$ cat src/rtl/board_io_pkg.sv
// Shared constants and helpers for the board I/O front-end.
// Holds the default synchroniser/debounce settings, the PWM counter width and the counter-width function.
package board_io_pkg;

    localparam int SYNC_STAGES_DEF     = 2;
    localparam int DEBOUNCE_CYCLES_DEF = 250000;
    localparam int PWM_W               = 8;

    // The counter has to be able to hold values from 0 up to the cycle count itself.
    function automatic int cnt_width(input int cycles);
        return (cycles < 1) ? 1 : $clog2(cycles + 1);
    endfunction

endpackage

$ cat src/rtl/board_io_ctrl_if.sv
// Board I/O bus: switch levels and edges, interrupt control, and the LED request and drive signals.
// The i_led_duty signal exists only when BOARD_IO_PWM_EN is defined. master = GPIO/board side, slave = board_io_ctrl.
interface board_io_ctrl_if #(
    parameter int NUM_SW  = 8,
    parameter int NUM_LED = 8
);
    import board_io_pkg::*;

    logic [NUM_SW-1:0]  i_sw;
    logic [NUM_SW-1:0]  o_sw_level;
    logic [NUM_SW-1:0]  o_sw_rise;
    logic [NUM_SW-1:0]  o_sw_fall;
    logic [NUM_SW-1:0]  i_irq_mask;
    logic [NUM_SW-1:0]  i_irq_clr;
    logic [NUM_SW-1:0]  o_irq_pending;
    logic               o_irq;
    logic [NUM_LED-1:0] i_led;
    logic [NUM_LED-1:0] o_led;
`ifdef BOARD_IO_PWM_EN
    logic [PWM_W-1:0]   i_led_duty;
`endif

    modport master (
`ifdef BOARD_IO_PWM_EN
        output i_led_duty,
`endif
        output i_sw, i_irq_mask, i_irq_clr, i_led,
        input  o_sw_level, o_sw_rise, o_sw_fall, o_irq_pending, o_irq, o_led
    );

    modport slave (
`ifdef BOARD_IO_PWM_EN
        input  i_led_duty,
`endif
        input  i_sw, i_irq_mask, i_irq_clr, i_led,
        output o_sw_level, o_sw_rise, o_sw_fall, o_irq_pending, o_irq, o_led
    );

endinterface

$ cat src/rtl/board_io_debounce.sv
// One switch channel: synchroniser chain, debounce counter, stable level and one-cycle rise/fall pulses.
// A pin change reaches o_level after SYNC_STAGES+DEBOUNCE_CYCLES cycles. The edge pulses are registered and are set together with o_level.
module board_io_debounce
    import board_io_pkg::*;
#(
    parameter int SYNC_STAGES     = SYNC_STAGES_DEF,
    parameter int DEBOUNCE_CYCLES = DEBOUNCE_CYCLES_DEF
) (
    input  logic clk,
    input  logic rst,
    input  logic i_pin,
    output logic o_level,
    output logic o_rise,
    output logic o_fall
);

    localparam int             CNT_W    = cnt_width(DEBOUNCE_CYCLES);
    localparam logic [CNT_W-1:0] CNT_LAST = CNT_W'(DEBOUNCE_CYCLES - 1);

    logic [SYNC_STAGES-1:0] r_sync;
    logic [CNT_W-1:0]       r_cnt;
    logic                   r_stable;
    logic                   r_rise;
    logic                   r_fall;
    logic                   w_sync;

    assign w_sync = r_sync[SYNC_STAGES-1];

    always_ff @(posedge clk or posedge rst) begin
        if (rst) begin
            r_sync   <= '0;
            r_cnt    <= '0;
            r_stable <= 1'b0;
            r_rise   <= 1'b0;
            r_fall   <= 1'b0;
        end else begin
            r_sync <= {r_sync[SYNC_STAGES-2:0], i_pin};
            r_rise <= 1'b0;
            r_fall <= 1'b0;
            // A glitch returns sync to stable before the count expires, so the count starts again from zero.
            if (w_sync == r_stable) begin
                r_cnt <= '0;
            end else if (r_cnt == CNT_LAST) begin
                r_stable <= w_sync;
                r_cnt    <= '0;
                r_rise   <= w_sync;
                r_fall   <= ~w_sync;
            end else begin
                r_cnt <= r_cnt + 1'b1;
            end
        end
    end

    assign o_level = r_stable;
    assign o_rise  = r_rise;
    assign o_fall  = r_fall;

endmodule

$ cat src/rtl/board_io_ctrl.sv
// Board I/O front-end: per-channel debounce and edges, sticky maskable interrupt, and a 2-register LED output stage.
// Latency: o_irq follows pending by 1 cycle and o_led follows i_led by 2 cycles. BOARD_IO_PWM_EN gates the LEDs with a global duty cycle.
module board_io_ctrl
    import board_io_pkg::*;
#(
    parameter int NUM_SW          = 8,
    parameter int NUM_LED         = 8,
    parameter int SYNC_STAGES     = SYNC_STAGES_DEF,
    parameter int DEBOUNCE_CYCLES = DEBOUNCE_CYCLES_DEF
) (
    input  logic            clk,
    input  logic            rst,
    board_io_ctrl_if.slave  bus
);

    logic [NUM_SW-1:0]  w_level;
    logic [NUM_SW-1:0]  w_rise;
    logic [NUM_SW-1:0]  w_fall;
    logic [NUM_SW-1:0]  r_pending;
    logic               r_irq;
    logic [NUM_LED-1:0] r_led_s1;
    logic [NUM_LED-1:0] r_led_s2;
    logic [NUM_LED-1:0] w_led_gate;

    for (genvar g = 0; g < NUM_SW; g++) begin : g_sw
        board_io_debounce #(
            .SYNC_STAGES     (SYNC_STAGES),
            .DEBOUNCE_CYCLES (DEBOUNCE_CYCLES)
        ) u_debounce (
            .clk     (clk),
            .rst     (rst),
            .i_pin   (bus.i_sw[g]),
            .o_level (w_level[g]),
            .o_rise  (w_rise[g]),
            .o_fall  (w_fall[g])
        );
    end

    // A set in the same cycle as a clear wins. The mask only gates new sets.
    always_ff @(posedge clk or posedge rst) begin
        if (rst) begin
            r_pending <= '0;
            r_irq     <= 1'b0;
        end else begin
            r_pending <= (r_pending & ~bus.i_irq_clr) | ((w_rise | w_fall) & bus.i_irq_mask);
            r_irq     <= |r_pending;
        end
    end

`ifdef BOARD_IO_PWM_EN
    logic [PWM_W-1:0] r_pwm_cnt;

    always_ff @(posedge clk or posedge rst) begin
        if (rst) begin
            r_pwm_cnt <= '0;
        end else begin
            r_pwm_cnt <= r_pwm_cnt + 1'b1;
        end
    end

    assign w_led_gate = {NUM_LED{r_pwm_cnt < bus.i_led_duty}};
`else
    assign w_led_gate = '1;
`endif

    always_ff @(posedge clk or posedge rst) begin
        if (rst) begin
            r_led_s1 <= '0;
            r_led_s2 <= '0;
        end else begin
            r_led_s1 <= bus.i_led;
            r_led_s2 <= r_led_s1 & w_led_gate;
        end
    end

    assign bus.o_sw_level    = w_level;
    assign bus.o_sw_rise     = w_rise;
    assign bus.o_sw_fall     = w_fall;
    assign bus.o_irq_pending = r_pending;
    assign bus.o_irq         = r_irq;
    assign bus.o_led         = r_led_s2;

endmodule

$ cat src/flat_wrapper.sv
// flat-port wrapper written by rule: the top's interface ports become plain ports
module board_io_ctrl_flat import board_io_pkg::*;
#(
    parameter int NUM_SW          = 8,
    parameter int NUM_LED         = 8,
    parameter int SYNC_STAGES     = SYNC_STAGES_DEF,
    parameter int DEBOUNCE_CYCLES = DEBOUNCE_CYCLES_DEF
)
  (clk, rst, bus_i_sw, bus_i_irq_mask, bus_i_irq_clr, bus_i_led, bus_o_sw_level, bus_o_sw_rise, bus_o_sw_fall, bus_o_irq_pending, bus_o_irq, bus_o_led);
  board_io_ctrl_if #(.NUM_SW(NUM_SW), .NUM_LED(NUM_LED)) bus_i ();
  input  logic clk;
  input  logic rst;
  input wire logic [$bits(bus_i.i_sw)-1:0] bus_i_sw;
  input wire logic [$bits(bus_i.i_irq_mask)-1:0] bus_i_irq_mask;
  input wire logic [$bits(bus_i.i_irq_clr)-1:0] bus_i_irq_clr;
  input wire logic [$bits(bus_i.i_led)-1:0] bus_i_led;
  output wire logic [$bits(bus_i.o_sw_level)-1:0] bus_o_sw_level;
  output wire logic [$bits(bus_i.o_sw_rise)-1:0] bus_o_sw_rise;
  output wire logic [$bits(bus_i.o_sw_fall)-1:0] bus_o_sw_fall;
  output wire logic [$bits(bus_i.o_irq_pending)-1:0] bus_o_irq_pending;
  output wire logic [$bits(bus_i.o_irq)-1:0] bus_o_irq;
  output wire logic [$bits(bus_i.o_led)-1:0] bus_o_led;
  assign bus_i.i_sw = bus_i_sw;
  assign bus_i.i_irq_mask = bus_i_irq_mask;
  assign bus_i.i_irq_clr = bus_i_irq_clr;
  assign bus_i.i_led = bus_i_led;
  assign bus_o_sw_level = bus_i.o_sw_level;
  assign bus_o_sw_rise = bus_i.o_sw_rise;
  assign bus_o_sw_fall = bus_i.o_sw_fall;
  assign bus_o_irq_pending = bus_i.o_irq_pending;
  assign bus_o_irq = bus_i.o_irq;
  assign bus_o_led = bus_i.o_led;
  board_io_ctrl #(.NUM_SW(NUM_SW), .NUM_LED(NUM_LED), .SYNC_STAGES(SYNC_STAGES), .DEBOUNCE_CYCLES(DEBOUNCE_CYCLES)) u_core (.clk(clk), .rst(rst), .bus(bus_i));
endmodule
$ cat config.mk
export PLATFORM = sky130hd
export DESIGN_NAME = board_io_ctrl_flat
export DESIGN_NICKNAME = d
export VERILOG_FILES = /design/src/rtl/board_io_pkg.sv /design/src/rtl/board_io_ctrl_if.sv /design/src/rtl/board_io_debounce.sv /design/src/rtl/board_io_ctrl.sv /design/src/flat_wrapper.sv
export SDC_FILE = /design/constraint.sdc
export NUM_CORES = 1
export LEC_CHECK = 0
export BUFFER_PORTS_ARGS = -buffer_cell sky130_fd_sc_hd__buf_2
export CELL_PAD_IN_SITES_DETAIL_PLACEMENT = 1
export CELL_PAD_IN_SITES_GLOBAL_PLACEMENT = 1
export CORE_ASPECT_RATIO = 1.5
export CORE_MARGIN = 10
export CORE_UTILIZATION = 50
export CTS_CLUSTER_SIZE = 12
export DETAILED_ROUTE_END_ITERATION = 10
export HOLD_SLACK_MARGIN = 0.03
export PLACE_DENSITY_LB_ADDON = 0.1
export SLEW_MARGIN = 0
export SYNTH_ARGS = -nofsm -noshare
export SYNTH_HDL_FRONTEND = slang
export SYNTH_HIERARCHICAL = 1
export SYNTH_SLANG_ARGS = --single-unit
$ cat constraint.sdc
create_clock -name clk -period 2.86 [get_ports clk]
set_input_delay 0.143 -clock clk [delete_from_list [all_inputs] [get_ports clk]]
set_output_delay 0.143 -clock clk [all_outputs]
set_load 0.02 [all_outputs]
==> flow_metrics.tcl, run 1 <==
set metrics [dict create \
    worst_pin_slew_ps 1046 \
    placed_area_sq_um 10300 \
    grt_use_total_pct 19.11 \
    gr-total-overflow 0 \
    synthArstFlopShare_pct 100.0 \
    finalNetCount 1034 \
    cp-start-kind "register" \
    required_ps 3190 \
    skew_ps 6.244 \
    placementRows 63 \
    drcViolationCount 0 \
    r2r-end "u_core/g_sw[3].u_debounce/r_cnt[14]" \
    cts.repair.resized 0 \
    peakVddDrop_uv 449.7 \
    crit_start "u_core/g_sw[3].u_debounce/r_cnt[5]" \
    synth_nets 943 \
    wire_per_inst_microns 19.27 \
    endpoint "u_core/g_sw[3].u_debounce/r_cnt[14]" \
    yosysWarnings 6 \
    outcome "finished, final reports clean" \
    hold_class "in -> reg" \
    drt_iter0_drc 277 \
    synth_top_area_share_pct 52.80 \
    synth_cell_type_count 27 \
    ios 75 \
    dr_total_vias 7276 \
    dr.pass1.iters 4 \
    final_max_slew_viol_count 0 \
    gp_congestion 0.8928 \
    yosysMostFrequentCell "dfrtp_1" \
    setup_viol 0 \
    p_total_w 0.006066 \
    start_util_pct 50.46 \
    leakage_nw 4.846 \
    synth_area_leaders "dfrtp_1, xor2_1, nand4_1, nor2_1, xnor2_1" \
    cts_buffer_depth 3 \
    hold_depth 2 \
    core_area_sq_um 19630 \
    yosysSeqAreaShare_pct 52.80 \
    rsz0062_at_grt "false" \
    synth_cells 901 \
    end_kind "register" \
    via_per_inst 5.761 \
    cts_buffers 22 \
    drive_gt1_share_pct 15.07 \
    ys_top_cells_by_count "dfrtp_1, nor2_1, nand4_1" \
    post-cts-setup-buffers 0 \
    clock_latency_ps 500 \
    reg2reg_slack_ps 880 \
    io_buffers 74 \
    r2r_start "u_core/g_sw[3].u_debounce/r_cnt[5]" \
    synth_edf_count 0 \
    antenna_found_initial 1 \
    synthesis.area_per_instance_sq_um 10.99 \
    grt_pass1_vias 8190 \
    synth_area_sq_um 9904 \
    grt_pass1_wl_microns 41350 \
    hold_buffers 33 \
    setup_tns_ps 0 \
    die_area_sq_um 25950 \
    post-route-util_pct 57.70 \
    clockRootBuffer "clkbuf_16" \
    p_per_area_nw_per_um2 535.6 \
    post-route-period-util_pct 69.10 \
    cp.arrival_ps 2300 \
    rr_worst_depth 4 \
    fillers 2106 \
    synth-seq-cells 209 \
    areaGrowthSynthToFinish_pct 14.35 \
    detail-route-antenna-nets 0 \
    cap_viol_max_count 0 \
    critical_path_class "reg -> reg" \
    final_cell_area_sq_um 11330 \
    max_slew_margin_pct 30.21 \
    clock.fmax_mhz 506.0 \
    synth_ff_type "dfrtp_1" \
    yosysTopAreaCell "dfrtp_1" \
    worstPathMaxFanout 17 \
    h-tree-depth 1 \
    wl_microns 24340 \
    dp_hpwl_microns 16550 \
    fin_crit_ps 1976 \
    dieWidth_microns 134.9 \
    grt_max_degree 26 \
    clk_pin_slew_ps 60 \
    finalHoldViolations 0 \
    cts.sinks 209 \
    cts_tree "built" \
    die_height_microns 192.4 \
]
==> worst max-delay path: stages (launching register included) <==
cell and delay (ps):
dfrtp_1 490, nor4b_4 310, nand4_2 190, o31ai_4 660, a21oi_1 150
==> metal layers <==
layer,up-vias,global-route usage (%),part of all wire (%)
met5,-,0,0
met1,3705,22.21,40
li1,3392,-,-
met2,137,34.63,52
met3,42,3.778,5.7
met4,0,5.542,2.3
==> where the power goes <==
group | switching, W | leakage [nW] | internal [W]
combinational | 0.000147 | 1.68 | 0.0000802
clock | 0.00111 | 0.339 | 0.00167
sequential | 0.0000519 | 2.83 | 0.00301
total | 0.00131 | 4.85 | 0.00476
==> cells by family (layout without fill, tap and decap cells) <==
logic type	Yosys count	after routing	share of synthesized area, %
buffers and inverters	57	158	3.676
XOR/XNOR	112	112	9.904
other	0	1	0
multiplexers	8	8	1.213
AND/OR/NAND/NOR	435	435	26.04
flip-flops	209	209	52.80
adder cells (fa/ha/maj)	8	8	1.011
AO/OA/AOI/OAI	72	72	5.356
==> flip-flops by register name, indices dropped and copies added (netlist names), 8 cells and up <==
register                        count
u_core/bus.o_irq_pending            8
u_core/bus.o_led                    8
u_core/g_sw.u_debounce/o_fall       8
u_core/g_sw.u_debounce/o_level      8
u_core/g_sw.u_debounce/o_rise       8
u_core/g_sw.u_debounce/r_cnt      144
u_core/g_sw.u_debounce/r_sync      16
u_core/r_led_s1                     8
==> area by class of cell <==
class	instances	area [sq um]	share of cell area (%)
tap	260	325.3	2.872
timing repair buffer	107	700.7	6.186
antenna	1	2.502	0.02209
clock inverter	1	30.03	0.2651
multi-input combinational	635	4310	38.06
sequential	209	5230	46.18
clock buffer	33	663.1	5.855
inverter	17	63.81	0.5634
==> worst min path at each step <==
stage / start / end / slack [ps]
final: bus_i_sw[6] / u_core/g_sw[6].u_debounce/r_sync[0] / 280
after global routing: bus_i_sw[6] / u_core/g_sw[6].u_debounce/r_sync[0] / 280
after CTS: bus_i_led[3] / u_core/r_led_s1[3] / 260
after detailed placement: bus_i_led[7] / u_core/r_led_s1[7] / 250
after global placement: bus_i_led[4] / u_core/r_led_s1[4] / 250
after floorplan: rst / u_core/g_sw[0].u_debounce/o_fall / 140
==> layout by cell type, fill, tap and decap left out <==
cell type / synthesis / final
dfrtp_1: 209 / 209
nor2_1: 120 / 120
nand4_1: 80 / 80
buf_2: 24 / 74
xor2_1: 64 / 64
nand2_1: 49 / 49
xnor2_1: 48 / 48
dlygate4sd3_1: 0 / 33
nor4_1: 26 / 26
o21ai_0: 24 / 24
and3_1: 24 / 24
nand3_1: 24 / 24
nor3_1: 24 / 24
a21oi_1: 24 / 24
clkbuf_16: 0 / 23
inv_1: 17 / 17
nand4_2: 16 / 16
o31ai_1: 16 / 16
or4_1: 16 / 16
nor3b_1: 16 / 16
and4_1: 8 / 8
nor4b_4: 8 / 8
o31ai_4: 8 / 8
or3_1: 8 / 8
or2_0: 8 / 8
or3_4: 8 / 8
mux2_4: 8 / 8
ha_1: 8 / 8
clkbuf_8: 0 / 5
clkbuf_1: 0 / 5
diode_2: 0 / 1
bufinv_16: 0 / 1
==> per-stage QoR <==
step	std cells	setup slack (ps)	hold WS, ps
6_report	1263	883.9	281.8
5_1_grt	1263	753.3	280.0
4_1_cts	1262	896.5	257.9
3_5_place_dp	1195	931.1	252.7
3_3_place_gp	1195	1019	251.1
2_1_floorplan	901	1197	144.9
No activity file was read; power rests on OpenSTA's default activity.
==> run 2: changes to the inputs <==
- CORE_UTILIZATION: 50 -> 44
- clock period: 2.86 -> 1.64 ns (I/O delays scaled with it)
==> run 2 against run 1 <==
The run now ends with setup timing left. Sequential power up 74%. Die area up 12%. Register-to-register slack worse by 960 ps. Non-clock buffer count up 180. Worst setup slack worse by 960 ps. Final area up 17%. Critical path type unchanged. Count of clock-buffer cells in the layout up 1. Final cell count up 16%. Via count up 9.2%. Total power up 77%. Largest power group unchanged.
==> flow_metrics.tcl, run 2 (synthesis gave the netlist of run 1 again) <==
set metrics [dict create \
    final_common_cell "dfrtp_1" \
    finalNetCount 1215 \
    via_per_inst 5.433 \
    clock.fmax_mhz 583.6 \
    path_cells "nor4b_4 -> nand4_2 -> or3_4 -> mux2_4" \
    regMostFlops "u_core/g_sw.u_debounce/r_cnt" \
    leakage_nw 5.814 \
    globalRouteMet1Util_pct 20.77 \
    worstPathMaxFanout 4 \
    reg_top3 "u_core/g_sw.u_debounce/r_cnt (144), u_core/g_sw.u_debounce/r_sync (16)" \
    drcViolationCount 0 \
    cts_buffers 23 \
    rr_worst_depth 4 \
    cts_tree "built" \
    r2r_start "u_core/g_sw[7].u_debounce/r_cnt[5]" \
    grt.busiest_layer "met2" \
    setup_ws_ps -73.46 \
    worst-path-buf-inv 0 \
    drt_iter0_drc 217 \
    rsz0062_at_grt "true" \
    finalHoldViolations 0 \
    cp-start-kind "register" \
    drive_gt1_share_pct 36.00 \
    cap_viol_max_count 0 \
    worst_pin_slew_ps 599.6 \
    wire_per_inst_microns 18.66 \
    reg2reg_slack_ps -70 \
    r2r-end "u_core/g_sw[7].u_debounce/o_level" \
    multiInputGateArea_sq_um 4732 \
    peakVddDrop_uv 762.3 \
    endpoint "u_core/g_sw[7].u_debounce/o_level" \
    cts_buffer_depth 3 \
    required_ps 2030 \
    die_height_microns 203.8 \
    largest_reg_flops 144 \
    areaGrowthSynthToFinish_pct 34.11 \
    setup_viol 36 \
    grtUsageMet3_pct 3.538 \
    hold_class "in -> async" \
    gr-total-overflow 0 \
    die_area_sq_um 29040 \
    detail-route-antenna-nets 0 \
    seqCellArea_sq_um 5255 \
    layout_common_cells "dfrtp_1, buf_4, nor2_1" \
    dr.pass1.iters 4 \
    placed_area_sq_um 11500 \
    crit_cells 4 \
    post-route-period-util_pct 104.5 \
    crit_slowest_cell "dfrtp_1" \
    fillers 2365 \
    core_area_sq_um 22300 \
    final_cell_area_sq_um 13280 \
    clock_latency_ps 510 \
    cts.sinks 209 \
    crit_start "u_core/g_sw[7].u_debounce/r_cnt[5]" \
    p_per_area_nw_per_um2 810.2 \
    whs_ps 143.6 \
    end_kind "register" \
    grt_pass1_vias 8934 \
    dp_hpwl_microns 18590 \
    critical_path_class "reg -> reg" \
    slowest_delay_ps 430 \
    final_max_slew_viol_count 0 \
    grt_max_degree 24 \
    clk_pin_slew_ps 60 \
    post-place-ws_ps -60.78 \
    skew_ps 13.71 \
    gp_congestion 0.8604 \
    clockRootBuffer "clkbuf_16" \
    dr_total_vias 7948 \
    cp.arrival_ps 2110 \
    grt_pass1_wl_microns 44250 \
    grt_use_total_pct 18.32 \
    placementRows 67 \
    io_buffers 74 \
    h-tree-depth 1 \
    fin_crit_ps 1713 \
    ios 75 \
    violations "setup timing" \
    dieWidth_microns 142.5 \
    max_slew_margin_pct 59.98 \
    antenna_found_initial 1 \
    outcome "finished with violations" \
    wl_microns 27310 \
    start_util_pct 44.42 \
    critPathTopFamily "simple AND/OR/NAND/NOR gates" \
    met2_usage_pct 34.11 \
]
==> run 2: cell type report <==
| cell class | instances | share of cell area [%] |
|---|---|---|
| sequential | 209 | 39.56 |
| multi-input combinational | 635 | 35.63 |
| timing repair buffer | 287 | 16.51 |
| clock buffer | 34 | 5.021 |
| tap | 276 | 2.600 |
| inverter | 17 | 0.4804 |
| clock inverter | 4 | 0.1790 |
| antenna | 1 | 0.01884 |
==> run 2: repair_timing <==
action | 4_1_cts | 5_1_grt
hold buffers | 33 | 0
cloned | 0 | 2
pin swaps | 10 | 33
endpoints found under the setup margin | 34 | 128
gates resized for setup | 11 | 125
endpoints found under the hold margin | 207 | 0
setup buffers | 8 | 19
==> run 2: per-layer routing <==
metal	vias up	share of wire [%]
li1	3761	-
met1	4024	40
met2	127	54
met3	36	4.0
met4	0	2.0
met5	-	0
==> run 2: worst min-delay path, stage by stage <==
cell	delay [ps]
dlygate4sd3_1	550
buf_2	230
inv_1	120
==> run 2: how the worst min path moves through the flow <==
stage	cells past startpoint	slack (ps)	start	end
after floorplan	1	80	rst	u_core/g_sw[0].u_debounce/o_fall
after global placement	2	80	rst	u_core/g_sw[3].u_debounce/r_cnt[17]
after detailed placement	2	80	rst	u_core/g_sw[3].u_debounce/r_cnt[17]
after CTS	3	80	rst	u_core/g_sw[3].u_debounce/r_cnt[17]
after global routing	3	160	rst	u_core/g_sw[3].u_debounce/r_cnt[17]
final	3	140	rst	u_core/g_sw[3].u_debounce/r_cnt[17]
==> run 2: power breakdown <==
part | internal [W] | switching (W) | total (W) | leakage (nW)
clock network | 0.00279 | 0.00203 | 0.00482 | 0.342
registers | 0.00525 | 0.0000793 | 0.00533 | 2.79
logic | 0.000286 | 0.000334 | 0.000620 | 2.68
==> run 2: through the flow <==
| stage | setup TNS (ps) | utilization, % | total power [W] | std cells |
|---|---|---|---|---|
| final | -804.7 | 59.57 | 0.01076 | 1463 |
| after global routing | -6102 | 59.57 | 0.01123 | 1463 |
| after CTS | -192.3 | 56.59 | 0.01085 | 1441 |
| after detailed placement | -401.3 | 51.59 | 0.005898 | 1362 |
| after global placement | -11.75 | 51.59 | 0.005887 | 1362 |
| after floorplan | -65.54 | - | 0.005632 | 901 |
